**src/rtl/mgt_01_fp_round_unit.sv**
```systemverilog
// Two-stage IEEE-754 single-precision rounding stage with RISC-V rounding modes
// and fflags generation; valid/ready on both sides with full throughput.
package mgt_01_fp_round_pkg;
  typedef enum logic {FREE = 1'b0, BUSY = 1'b1} fu_state_e;
  typedef enum logic [1:0] {CLS_NORMAL, CLS_PASS, CLS_OVF, CLS_INV} cls_e;

  typedef struct packed {
    logic [31:0] op;
    logic [2:0]  rm;       // effective mode; illegal encodings already folded to RNE
    logic        inexact;
    logic        inc;
    logic        uf;
    logic        dz;
    logic        illegal;
    cls_e        cls;
  } s1_t;
endpackage

module mgt_01_fp_round_unit
  import mgt_01_fp_round_pkg::*;
#(
  parameter logic [31:0] CANON_NAN = 32'h7FC00000
) (
  input  logic        clk_i,
  input  logic        rst_n_i,
  input  logic        flush_i,
  input  logic [31:0] to_round_i,
  input  logic [2:0]  grs_i,
  input  logic [2:0]  round_mode_i,
  input  logic        overflow_i,
  input  logic        underflow_i,
  input  logic        invalid_op_i,
  input  logic        zero_divide_i,
  input  logic        valid_i,
  output logic        ready_o,
  output logic [31:0] result_o,
  output logic [4:0]  fflags_o,
  output logic        illegal_rm_o,
  output logic        valid_o,
  input  logic        ready_i,
  output fu_state_e   fu_state_o
);

  localparam logic [30:0] MAX_MAG = 31'h7F7FFFFF;
  localparam logic [30:0] INF_MAG = 31'h7F800000;

  logic s1_v, s2_v;
  logic adv1, adv2;
  s1_t  s1_d, s1_q;

  assign adv2       = ~s2_v | ready_i;
  assign adv1       = ~s1_v | adv2;
  assign ready_o    = adv1;
  assign valid_o    = s2_v;
  assign fu_state_o = (s1_v | s2_v) ? BUSY : FREE;

  // Stage 1: increment decision and special-case classification
  always_comb begin
    s1_d         = '0;
    s1_d.op      = to_round_i;
    s1_d.illegal = round_mode_i > 3'b100;
    s1_d.rm      = s1_d.illegal ? 3'b000 : round_mode_i;
    s1_d.inexact = |grs_i;
    s1_d.uf      = underflow_i;
    s1_d.dz      = zero_divide_i;
    unique case (s1_d.rm)
      3'b000:  s1_d.inc = grs_i[2] & (grs_i[1] | grs_i[0] | to_round_i[0]);
      3'b001:  s1_d.inc = 1'b0;
      3'b010:  s1_d.inc = to_round_i[31] & s1_d.inexact;
      3'b011:  s1_d.inc = ~to_round_i[31] & s1_d.inexact;
      default: s1_d.inc = grs_i[2];
    endcase
    if (invalid_op_i)                 s1_d.cls = CLS_INV;
    else if (to_round_i[30:23] == 8'hFF) s1_d.cls = CLS_PASS;
    else if (overflow_i)              s1_d.cls = CLS_OVF;
    else                              s1_d.cls = CLS_NORMAL;
  end

  // Stage 2: apply the increment and form the final result/flags
  logic [30:0] sum;
  logic        sgn;
  logic [31:0] res_d;
  logic [4:0]  ff_d;

  assign sum = s1_q.op[30:0] + {30'd0, s1_q.inc};
  assign sgn = s1_q.op[31];

  always_comb begin
    res_d = '0;
    ff_d  = '0;
    if (s1_q.cls == CLS_INV) begin
      res_d = CANON_NAN;
      ff_d  = 5'b10000;
    end else if (s1_q.cls == CLS_PASS) begin
      res_d = s1_q.op;
      ff_d  = {1'b0, s1_q.dz, 3'b000};
    end else if (s1_q.cls == CLS_OVF || sum[30:23] == 8'hFF) begin
      // Directed modes saturate to the largest finite value when rounding toward zero
      unique case (s1_q.rm)
        3'b001:  res_d = {sgn, MAX_MAG};
        3'b010:  res_d = {sgn, sgn ? INF_MAG : MAX_MAG};
        3'b011:  res_d = {sgn, sgn ? MAX_MAG : INF_MAG};
        default: res_d = {sgn, INF_MAG};
      endcase
      ff_d = 5'b00101;
    end else begin
      res_d = {sgn, sum};
      ff_d  = {3'b000, s1_q.inexact & (s1_q.uf | sum[30:23] == 8'h00), s1_q.inexact};
    end
  end

  always_ff @(posedge clk_i or negedge rst_n_i) begin
    if (!rst_n_i) begin
      s1_v         <= 1'b0;
      s2_v         <= 1'b0;
      s1_q         <= '0;
      result_o     <= '0;
      fflags_o     <= '0;
      illegal_rm_o <= 1'b0;
    end else if (flush_i) begin
      s1_v <= 1'b0;
      s2_v <= 1'b0;
    end else begin
      if (adv1) s1_v <= valid_i;
      if (adv1 && valid_i) s1_q <= s1_d;
      if (adv2) s2_v <= s1_v;
      if (adv2 && s1_v) begin
        result_o     <= res_d;
        fflags_o     <= ff_d;
        illegal_rm_o <= s1_q.illegal;
      end
    end
  end

endmodule
```
**config.mk**
```make
export PLATFORM = sky130hd
export DESIGN_NAME = mgt_01_fp_round_unit
export DESIGN_NICKNAME = d
export VERILOG_FILES = /design/src/rtl/mgt_01_fp_round_unit.sv
export SDC_FILE = /design/constraint.sdc
export NUM_CORES = 1
export LEC_CHECK = 0
export BUFFER_PORTS_ARGS = -buffer_cell sky130_fd_sc_hd__buf_2
export CORE_MARGIN = 10
export CORE_UTILIZATION = 55
export CTS_CLUSTER_DIAMETER = 100
export DETAILED_ROUTE_END_ITERATION = 10
export PLACE_DENSITY = 0.83
export SETUP_SLACK_MARGIN = 0.15
export SLEW_MARGIN = 25
export SYNTH_ARGS = -nofsm -noshare
export SYNTH_HDL_FRONTEND = slang
export SYNTH_SLANG_ARGS = --single-unit
```
**constraint.sdc**
```tcl
create_clock -name clk_i -period 4.2 [get_ports clk_i]
set_input_delay 0.84 -clock clk_i [delete_from_list [all_inputs] [get_ports clk_i]]
set_output_delay 0.84 -clock clk_i [all_outputs]
set_load 0.01 [all_outputs]
```
# Word level (Yosys, flattened, before mapping)
# Index checks and enable logic that the tools add are counted.
totals:
  regBits: 82
  input_bits: 47
op_classes:
  add_sub_neg: 1
  order_cmp: 1
  n_eq_ne: 11
  muxes: 19
  bitwise_logic: 14
  n_reduce_logical: 10
ops:
  columns: ["op", "n"]
  rows:
  - ["24-bit case mux with 3 select lines", 1]
  - ["31-bit two-way mux", 2]
  - ["24-bit two-way mux", 2]
  - ["32-bit two-way mux", 1]
  - ["31-bit by 1-bit adder with 31-bit output", 1]
  - ["8-bit == test, second input constant", 2]
  - ["3-bit by 2-bit == test with 1-bit output, second input constant", 4]
  - ["8-bit logical NOT", 1]
  - ["3-bit by 1-bit == test with 1-bit output, second input constant", 2]
  - ["2-bit two-way mux", 3]
  - ["3-bit two-way mux", 2]
  - ["1-bit bitwise OR", 6]
  - ["1-bit two-way mux", 5]
  - ["5-bit two-way mux", 1]
  - ["1-bit AND", 4]
  - ["2-bit == test, second input constant", 2]
  - ["4-bit two-way mux", 1]
  - ["1-bit inverter", 4]
  - ["1-bit case mux with 4 select lines", 1]
  - ["2-bit AND reduction", 2]
  - ["2-bit nonzero test", 2]
  - ["3-bit greater-than comparator, second input constant", 1]
  - ["3-bit logical NOT", 1]
  - ["3-bit OR reduction", 1]
  - ["3 further kinds", 4]

# Depth between registers and ports, before layout
# Gate-level depths: netlist (run 1).
depth:
  depth_word: 7
  mapped_depth: 11
  ltp_nobuf: 9

# Worst setup path before layout (run 1)
# Ideal clock, no wire load.
synth_timing:
  path_kind: "register to register"
  start: "reg s1_q[10] in the netlist's numbering"
  end: "reg result_o[22]"
  arrival_ps: 2280
  t_required_ps: 4110
  path_slack_ps: 1830
  stages_incl_launch_ff: 10
  n_path_buf: 0
  period_less_slack_ps: 2370
  path_cell_list: "dfrtp_1 > ha_1 > ha_1 > nand4_1 > or3_1 > nor3_1 > o22ai_2 > o21ai_2 > mux2_2 > o221ai_1"
synth_via:
  elab_chain_len: 6
synth_lines:
  columns: ["item", "line", "rtl"]
  rows:
  - ["start, declared", "49", "s1_t s1_d, s1_q;"]
  - ["start signal, assigned", "116", "s1_q <= '0;"]
  - ["start signal, assigned", "125", "if (adv1 && valid_i) s1_q <= s1_d;"]
  - ["31-bit by 1-bit adder with 31-bit output *", "85", "assign sum = s1_q.op[30:0] + {30'd0, s1_q.inc};"]
  - ["8-bit == test", "97", "end else if (s1_q.cls == CLS_OVF || sum[30:23] == 8'hFF) begin"]
  - ["1-bit logical OR", "97", null]
  - ["31-bit two-way mux *", "97", null]
  - ["31-bit two-way mux *", "94", "end else if (s1_q.cls == CLS_PASS) begin"]
  - ["32-bit two-way mux *", "91", "if (s1_q.cls == CLS_INV) begin"]
  - ["end signal, assigned", "128", "result_o <= res_d;"]
  - ["end, declared", "36", "output logic [31:0] result_o,"]
# Every way passes the cells marked *; elsewhere a longest branch is shown, timed or not.
# A chain may end at the register's enable or synchronous reset.

# Worst setup path in the final report (run 1)
# Ends and elaborated chain as after synthesis.

==> reports/qor.csv, run 1 <==
metric,value,unit
maximum achievable frequency,0.313,GHz
Yosys reg bits,82,
Worst Clk Skew,0.0126,ns
Synth Area per Inst,9.48,µm²
Clock Tree Root,clkbuf_8,
fin util,65.8,%
critical-path maximum fanout,15,
Mapped Area,4480,µm²
"EDFF count, synth",0,
max-capacitance violation count,0,
Post-DRT Antenna Nets,0,
GRT Total Usage,20.8,%
routed wire length,12100,µm
Post-synth ARST share,100,%
RSZ-0062 raised after global routing,false,
input/output buffers,87,
multi-input combinational cell area,2280,µm²
post-CTS sizing,0,
Vias,3999,
CTS tree,yes,
critical path endpoint category,flop,
top post-synthesis cells by count,"dfrtp_1 (82), nand2_1 (62), a21oi_1 (37)",
I/O pin total,88,
R2R cell count,9,
Synth cell types,56,
# rows,32,
"Hold-fix buffers, CTS",0,
Setup CP Type,reg2reg,
Final #Nets,597,
Worst EP arrival,3.47,ns
Peak VDD IR,0.232,mV
initial antenna violation count,0,
Synth Warn #,0,
TNS Setup,0,ns
share of post-route cells with drive strength above 1,29.1,%
register area,2050,µm²
CTS max path bufs,2,
PwrDens,425,nW/µm²
P_leak,2.25,nW
postcts setup bufs,0,
post-synthesis cell count,473,
Worst slew margin,44.3,%
Hold Crit Class,reg2reg,
top_reg_cell synth,dfrtp_1,
post-synth net total,522,
post-synth top area share,45.8,%
"Seq/Total Area, Yosys",45.8,%
DRC viols,0,
Initial Utilization,57.4,%
H-tree depth,3,
post-route clock period utilization,76.1,%
vias per cell,6.11,
chip width,110,µm
GRT Residual Overflow,0,
count of final max-slew check failures,0,
overall power,2.18,mW
core area,7810,µm²
Tmin final,3.20,ns
DP Wirelength,8730,µm
status,completed,
pin count of the biggest net entering global routing,83,
number of global-route vias before repair,4097,
setup violators final,0,
CTS buffer count,9,
most common cell in the netlist,dfrtp_1,
Worst setup SP type,flop,
placed standard-cell area,4960,µm²
Worst-Margin Slew,0.836,ns
Critical Path RT,4.47,ns
ranking of synthesized cells by area,"dfrtp_1 (46%), mux2_2 (8.8%), nand2_1 (5.2%), a21oi_1 (4.1%), o21ai_0 (3.2%)",
DR WL/cell,18.5,µm
Worst-Skew Late Latency,0.36,ns
Fill cells,693,
endpoints failing hold,0,
Fin Hold WS,0.475,ns
ant diodes,0,
die area,12200,µm²
first-pass GRT wire length,20100,µm
gpl congestion,0.911,
WHS Path Cells,2,
Final Cell Area,5130,µm²
Clock transition at path regs,0.08,ns
detailed router's first-iteration violation count,244,
CTS sink count,82,
1st-pass router iterations,5,
largest area contributor in the netlist,dfrtp_1,
Die Height,110,µm
R2R setup slack,1.00,ns
Syn-to-layout area delta,14.5,%
## kinds of logic after synthesis
| group | after synthesis | share of synthesized area (%) |
|---|---|---|
| adder cells (fa/ha/maj) | 2 | 0.558 |
| buffers and inverters | 35 | 3.43 |
| AND/OR/NAND/NOR | 178 | 20.4 |
| XOR/XNOR | 24 | 4.69 |
| flip-flops | 82 | 45.8 |
| AO/OA/AOI/OAI | 112 | 15.2 |
| multiplexers | 40 | 9.91 |
## report_power, final
group          total (mW)  switching (mW)  internal, mW
Sequential           1.10           0.160         0.939
Combinational       0.572           0.319         0.253
Clock               0.514           0.286         0.228
## placed cells by master (no fill, tap or decap), types with 3 or more instances in the layout
cell type,Yosys,routed
a211oi_1,3,3
mux2_2,35,35
and4_1,3,3
and3_1,6,6
a31oi_1,4,4
clkbuf_8,0,10
buf_2,0,86
o21ai_0,29,29
xnor2_1,15,15
inv_1,8,8
nand2_1,62,62
o22ai_1,11,11
or2_2,5,5
mux2i_1,5,5
nor3_1,13,13
nor4_1,5,5
dfrtp_1,82,82
nor2b_1,5,5
nand4_1,12,12
o211ai_1,3,3
nand3_1,21,21
a21oi_1,37,37
buf_4,2,4
xor2_1,9,9
nor2_1,27,27
clkinv_2,0,3
o31ai_1,6,6
## state kept, by name, summed over array words and instances (netlist names)
| signal | count |
|---|---|
| fflags_o | 5 |
| result_o | 32 |
| s1_q | 42 |
| s1_v | 1 |
| illegal_rm_o | 1 |
| valid_o | 1 |
## worst max-delay path, cell delays in order, from the launching register on
cell and delay [ns]:
dfrtp_1 0.37, ha_1 0.21, ha_1 0.22, nand4_1 0.29, or3_1 0.43, nor3_1 0.25, o22ai_2 0.15, o21ai_2 0.62
mux2_2 0.41, o221ai_1 0.15
## layout make-up
cell class,count,share of cell area [%]
well taps,102,2.49
flip-flops and latches,82,40.0
inverters,8,0.585
repair buffers,91,9.19
clock inverters,5,0.585
multi-input cells,356,44.4
clock buffers,11,2.75
## routing by layer
layer  up-vias  GRT usage [%]  routed length [µm]
met5         -              0                   0
met4         0           8.35                 261
met3        26           4.35                1020
met2       180           33.8                5910
met1      1931           26.5                4960
li1       1862              -                   -
## per-stage QoR
| step | instances | worst slack (ns) |
|---|---|---|
| finish | 655 | 1.00 |
| global placement | 639 | 1.26 |
| global route | 655 | 0.767 |
| detailed placement | 639 | 1.07 |
| CTS | 655 | 1.06 |
| floorplan | 473 | 1.83 |
## final timing paths
check,from,end
setup / recovery,s1_q[10]$_DFFE_PN0P_,result_o[22]$_DFFE_PN0P_
min in group asynchronous,rst_n_i,result_o[21]$_DFFE_PN0P_
max in group asynchronous,rst_n_i,result_o[25]$_DFFE_PN0P_
hold reg to reg,illegal_rm_o$_DFFE_PN0P_,illegal_rm_o$_DFFE_PN0P_
hold / removal,illegal_rm_o$_DFFE_PN0P_,illegal_rm_o$_DFFE_PN0P_
setup reg to reg,s1_q[10]$_DFFE_PN0P_,result_o[22]$_DFFE_PN0P_
(Power assumes the default switching activity.)
==> inputs of run 2 (changes only) <==
==> constraint.sdc (replaced) <==
create_clock -name clk_i -period 3.2 [get_ports clk_i]
set_input_delay 0.64 -clock clk_i [delete_from_list [all_inputs] [get_ports clk_i]]
set_output_delay 0.64 -clock clk_i [all_outputs]
set_load 0.01 [all_outputs]
==> run 2 against run 1 <==
Core utilization is 1.1 points higher. Non-clock buffer count up 3. Worst hold slack got worse by 0.17 ns. Die area stayed put. Largest cell class unchanged. Critical path depth rose by 1. Clock power rose by 74%. First-iteration DRC count is 43% higher. Global-route usage fell by 0.99 points. Setup slack got worse by 0.57 ns. Clock-buffer cell count is 1 lower. Register-to-register slack got worse by 0.57 ns.
==> reports/qor.csv, run 2 (synthesized netlist as in run 1, its figures left out) <==
metric,value,unit,change
status,completed,,unchanged
DR WL/cell,18.3,µm,was 18.5 µm
vias per cell,6.17,,was 6.11
TNS Setup,0,ns,unchanged
"commonest non-fill, non-tap cells in the layout","buf_2 (86), dfrtp_1 (82), nand2_1 (62)",,unchanged
Final #Nets,600,,was 597
clock group share of total power,28.9,%,was 23.5%
Clock transition at path regs,0.09,ns,was 0.08 ns
Worst-Skew Late Latency,0.37,ns,was 0.36 ns
"most common cell after layout, fill and taps aside",buf_2,,unchanged
post-route clock period utilization,86.3,%,was 76.1%
postcts setup bufs,0,,unchanged
critical-path maximum fanout,9,,was 15
r2r endpoint,result_o[18]$_DFFE_PN0P_,,was result_o[22]$_DFFE_PN0P_
Sw Share,32.6,%,was 35.0%
Vias,4063,,was 3999
GRT Total Usage,19.8,%,was 20.8%
P_leak,2.30,nW,was 2.25 nW
H-tree depth,3,,unchanged
detailed router's first-iteration violation count,349,,was 244
Post-DRT Antenna Nets,0,,unchanged
die area,12200,µm²,unchanged
share of power burned in registers,46.8,%,was 50.3%
Worst Path Buf+Inv,1,,was 0
routed wire length,12100,µm,about the same
Final Cell Area,5220,µm²,was 5130 µm²
Die Height,110,µm,unchanged
GRT Residual Overflow,0,,unchanged
# rows,32,,unchanged
final cell count without fillers,658,,was 655
maximum achievable frequency,0.362,GHz,was 0.313 GHz
end of the critical path,result_o[18]$_DFFE_PN0P_,,was result_o[22]$_DFFE_PN0P_
Worst slew margin,44.4,%,was 44.3%
register area,2050,µm²,unchanged
Top reg by flops,s1_q,,unchanged
max-capacitance violation count,0,,unchanged
multi-input combinational cell area,2280,µm²,unchanged
DP Wirelength,8680,µm,was 8730 µm
core area,7810,µm²,unchanged
count of final max-slew check failures,0,,unchanged
dpl cells,642,,was 639
critical path endpoint category,flop,,unchanged
Worst setup SP type,flop,,unchanged
max reg flops,42,,unchanged
placed standard-cell area,4980,µm²,was 4960 µm²
critical-path cell list,"ha_1, ha_1, nand4_1, or3_1, nor3_1, o22ai_2, o21ai_2, buf_4, a21oi_1, o221a_2",,"was ha_1, ha_1, nand4_1, or3_1, nor3_1, o22ai_2, o21ai_2, mux2_2, o221ai_1"
CTS buffer count,9,,unchanged
CTS sink count,82,,unchanged
CTS tree,yes,,unchanged
Tmin final,2.76,ns,was 3.20 ns
CTS max path bufs,2,,unchanged
endpoints failing hold,0,,unchanged
Worst EP arrival,3.01,ns,was 3.47 ns
Pint,2.08,mW,was 1.42 mW
Fill cells,644,,was 693
overall power,3.09,mW,was 2.18 mW
Comb power frac,24.3,%,was 26.2%
ant diodes,0,,unchanged
share of post-route cells with drive strength above 1,29.5,%,was 29.1%
CP peak stage delay,0.40,ns,was 0.62 ns
number of global-route vias before repair,3983,,was 4097
PwrDens,593,nW/µm²,was 425 nW/µm²
worst flop-to-flop path startpoint,s1_q[5]$_DFFE_PN0P_,,was s1_q[10]$_DFFE_PN0P_
setup violators final,0,,unchanged
Hold Crit Class,in2async,,was reg2reg
"Max stage delay cell, worst path",or3_1,,was o21ai_2
critical path depth,10,,was 9
Setup CP Type,reg2reg,,unchanged
CP startpoint,s1_q[5]$_DFFE_PN0P_,,was s1_q[10]$_DFFE_PN0P_
first-pass GRT wire length,19300,µm,was 20100 µm
initial antenna violation count,0,,unchanged
Critical Path RT,3.45,ns,was 4.47 ns
"Hold-fix buffers, CTS",0,,unchanged
post-CTS sizing,0,,unchanged
DRC viols,0,,unchanged
Peak VDD IR,0.308,mV,was 0.232 mV
"CP delay by family, top",simple AND/OR/NAND/NOR gates,,unchanged
chip width,110,µm,unchanged
Worst Clk Skew,0.0133,ns,was 0.0126 ns
R2R cell count,10,,was 9
I/O pin total,88,,unchanged
input/output buffers,87,,unchanged
pin count of the biggest net entering global routing,83,,unchanged
R2R setup slack,0.44,ns,was 1.00 ns
Worst-Margin Slew,0.834,ns,was 0.836 ns
Initial Utilization,57.4,%,unchanged
1st-pass router iterations,5,,unchanged
RSZ-0062 raised after global routing,false,,unchanged
CP dominant cell by count,ha_1,,unchanged
largest registers,"s1_q (42), result_o (32), fflags_o (5)",,unchanged
Syn-to-layout area delta,16.4,%,was 14.5%
NetSw,1.01,mW,was 0.764 mW
gpl congestion,0.882,,was 0.911
Clock Tree Root,clkbuf_8,,unchanged
## run 2: changes by cell type in the layout (fill, tap and decap cells not counted), sizes merged
cell and delta:
bufinv +3, clkbuf -1, buf +3, clkinvlp -2
## run 2: routing by layer
metal,vias to the layer above,track usage (%),wire [µm]
li1,1859,-,-
met1,1959,24.9,4820
met2,204,32.4,5860
met3,41,4.06,1040
met4,0,8.35,350
met5,-,0,0
## run 2: how the worst min path moves through the flow
| stage | from | to | slack, ns |
|---|---|---|---|
| floorplan | rst_n_i | fflags_o[0]$_DFFE_PN0P_ | 0.34 |
| global placement | result_o[31]$_DFFE_PN0P_ | result_o[31]$_DFFE_PN0P_ | 0.45 |
| detailed placement | result_o[31]$_DFFE_PN0P_ | result_o[31]$_DFFE_PN0P_ | 0.46 |
| CTS | result_o[31]$_DFFE_PN0P_ | result_o[31]$_DFFE_PN0P_ | 0.47 |
| global route | rst_n_i | result_o[13]$_DFFE_PN0P_ | 0.38 |
| finish | rst_n_i | result_o[16]$_DFFE_PN0P_ | 0.30 |
## run 2: metrics by stage
step	hold slack [ns]	worst slack [ns]	util (%)
4_1_cts	0.474	0.472	66.8
6_report	0.302	0.438	66.8
2_1_floorplan	0.344	0.830	-
3_5_place_dp	0.455	0.507	63.8
3_3_place_gp	0.446	0.591	63.8
5_1_grt	0.380	0.211	66.8
## run 2: cell type report
cell class,count,area share (%)
clock buffer,10,2.45
clock inverter,6,2.01
inverter,8,0.576
multi-input combinational,356,43.7
sequential,82,39.3
tap,102,2.45
timing repair buffer,94,9.47
## run 2: power groups by stage
stage | clock (mW) | combinational, mW | sequential [mW]
2_1_floorplan | 0 | 0.442 | 1.44
3_3_place_gp | 0 | 0.733 | 1.45
3_5_place_dp | 0 | 0.756 | 1.46
4_1_cts | 0.897 | 0.760 | 1.44
5_1_grt | 0.933 | 0.835 | 1.47
6_report | 0.893 | 0.751 | 1.45
==> inputs of run 3 (changes only) <==
==> constraint.sdc (replaced) <==
create_clock -name clk_i -period 3.3 [get_ports clk_i]
set_input_delay 0.66 -clock clk_i [delete_from_list [all_inputs] [get_ports clk_i]]
set_output_delay 0.66 -clock clk_i [all_outputs]
set_load 0.01 [all_outputs]
==> run 3 against run 2 <==
Register-to-register slack improved by 0.05 ns. Setup slack better by 0.054 ns. Clock power decreased by 2%. Clock-buffer cell count down 1. Global-route usage decreased by 0.063 points. Worst hold slack improved by 0.0091 ns. Critical path depth did not move. Flip-flop and latch count unchanged. Core utilization down 0.064 points. Non-clock buffer count shrank 2. Final area barely moved. Die area stayed put.
==> reports/qor.csv, run 3 (synthesized netlist as in run 1, its figures left out) <==
metric,value,unit,change
Initial Utilization,57.4,%,unchanged
first-pass GRT wire length,19300,µm,about the same
met1 usage in global routing,25.5,%,was 24.9%
critical-path maximum fanout,12,,was 9
Clock Tree Root,clkbuf_8,,unchanged
Worst-Skew Late Latency,0.36,ns,was 0.37 ns
Post-DRT Antenna Nets,0,,unchanged
ant diodes,0,,unchanged
CTS sink count,82,,unchanged
Tmin final,2.81,ns,was 2.76 ns
DP Wirelength,8450,µm,was 8680 µm
Comb power frac,24.3,%,about the same
DRC viols,0,,unchanged
maximum achievable frequency,0.356,GHz,was 0.362 GHz
GRT Total Usage,19.7,%,was 19.8%
Worst slew margin,46.2,%,was 44.4%
PwrDens,577,nW/µm²,was 593 nW/µm²
routed wire length,11900,µm,was 12100 µm
setup violators final,0,,unchanged
GR Util met3,4.64,%,was 4.06%
Pint,2.02,mW,was 2.08 mW
gpl congestion,0.915,,was 0.882
status,completed,,unchanged
vias per cell,6.14,,was 6.17
"commonest non-fill, non-tap cells in the layout","buf_2 (86), dfrtp_1 (82), nand2_1 (62)",,unchanged
Sw Share,32.8,%,was 32.6%
Setup CP Type,reg2reg,,unchanged
max reg flops,42,,unchanged
TNS Setup,0,ns,unchanged
# rows,32,,unchanged
1st-pass router iterations,5,,unchanged
H-tree depth,3,,unchanged
Worst setup SP type,flop,,unchanged
post-placement worst setup slack,0.378,ns,was 0.507 ns
initial antenna violation count,0,,unchanged
Hold Crit Class,in2async,,unchanged
chip width,110,µm,unchanged
detailed router's first-iteration violation count,314,,was 349
CTS buffer count,9,,unchanged
Die Height,110,µm,unchanged
die area,12200,µm²,unchanged
DR WL/cell,18.2,µm,was 18.3 µm
"most common cell after layout, fill and taps aside",buf_2,,unchanged
gr busiest metal,met2,,unchanged
count of final max-slew check failures,0,,unchanged
Worst Clk Skew,0.0113,ns,was 0.0133 ns
endpoints failing hold,0,,unchanged
share of power burned in registers,46.5,%,was 46.8%
fin util,66.8,%,about the same
input/output buffers,87,,unchanged
CTS tree,yes,,unchanged
overall power,3.01,mW,was 3.09 mW
number of global-route vias before repair,3933,,was 3983
Worst EP arrival,3.02,ns,was 3.01 ns
pin count of the biggest net entering global routing,83,,unchanged
GRT Residual Overflow,0,,unchanged
share of post-route cells with drive strength above 1,29.6,%,was 29.5%
Top reg by flops,s1_q,,unchanged
fin worst setup slack,0.492,ns,was 0.438 ns
Critical Path RT,3.51,ns,was 3.45 ns
post-CTS sizing,0,,unchanged
P_leak,2.29,nW,was 2.30 nW
Syn-to-layout area delta,16.3,%,was 16.4%
Clock transition at path regs,0.09,ns,about the same
Vias,4029,,was 4063
NetSw,0.985,mW,was 1.01 mW
I/O pin total,88,,unchanged
RSZ-0062 raised after global routing,false,,unchanged
"Hold-fix buffers, CTS",0,,unchanged
dpl cells,640,,was 642
Worst-Margin Slew,0.807,ns,was 0.834 ns
CTS max path bufs,2,,unchanged
met2 Use GR,31.9,%,was 32.4%
Fill cells,640,,was 644
clock group share of total power,29.2,%,was 28.9%
max-capacitance violation count,0,,unchanged
final cell count without fillers,656,,was 658
Final #Nets,598,,was 600
post-route clock period utilization,85.1,%,was 86.3%
critical path endpoint category,flop,,unchanged
Peak VDD IR,0.302,mV,was 0.308 mV
postcts setup bufs,0,,unchanged
core area,7810,µm²,unchanged
largest registers,"s1_q (42), result_o (32), fflags_o (5)",,unchanged
-- run 3: per-layer routing --
metal / vias up / wire length, µm
met2: 195 / 5740
met1: 1947 / 4980
met5: - / 0
li1: 1862 / -
met3: 25 / 968
met4: 0 / 224
-- run 3: area by class of cell --
type / instances / area (µm²) / area share (%)
Clock buffer: 9 / 124 / 2.38
Multi-Input combinational cell: 356 / 2280 / 43.8
Tap cell: 102 / 128 / 2.45
Inverter: 8 / 30.0 / 0.576
Clock inverter: 7 / 118 / 2.26
Timing Repair Buffer: 92 / 479 / 9.19
Sequential cell: 82 / 2050 / 39.4
-- run 3: path summary, 6_finish.rpt --
kind,start,endpoint,slack (ns),depth (start not counted)
setup / recovery,s1_q[10]$_DFFE_PN0P_,result_o[28]$_DFFE_PN0P_,0.49,10
hold / removal,rst_n_i,s1_q[25]$_DFFE_PN0P_,0.31,1
setup reg to reg,s1_q[10]$_DFFE_PN0P_,result_o[28]$_DFFE_PN0P_,0.49,10
hold reg to reg,result_o[31]$_DFFE_PN0P_,result_o[31]$_DFFE_PN0P_,0.47,2
max in group asynchronous,rst_n_i,result_o[12]$_DFFE_PN0P_,2.46,1
min in group clk_i,result_o[31]$_DFFE_PN0P_,result_o[31]$_DFFE_PN0P_,0.47,2
-- run 3: stage by stage --
stage	hold WS [ns]	instance area (µm²)
3_5_place_dp	0.455	4970
5_1_grt	0.405	5210
2_1_floorplan	0.364	4480
3_3_place_gp	0.445	4970
4_1_cts	0.475	5210
6_report	0.311	5210
-- run 3: power by group through the flow --
stage                     registers [mW]  clock network, mW  logic, mW
after global placement              1.40                  0      0.714
after floorplan                     1.40                  0      0.429
after detailed placement            1.41                  0      0.732
final                               1.40              0.879      0.730
after global routing                1.42              0.931      0.812
after CTS                           1.39              0.887      0.739
-- run 3: worst max-delay path, stage by stage (launching register included) --
cell and delay (ns):
dfrtp_1 0.41, ha_1 0.22, ha_1 0.23, nand4_1 0.27, nor3_1 0.34, a21boi_0 0.21
o22ai_2 0.31, o21ai_2 0.11, buf_4 0.20, o32ai_1 0.27, o21ai_0 0.10
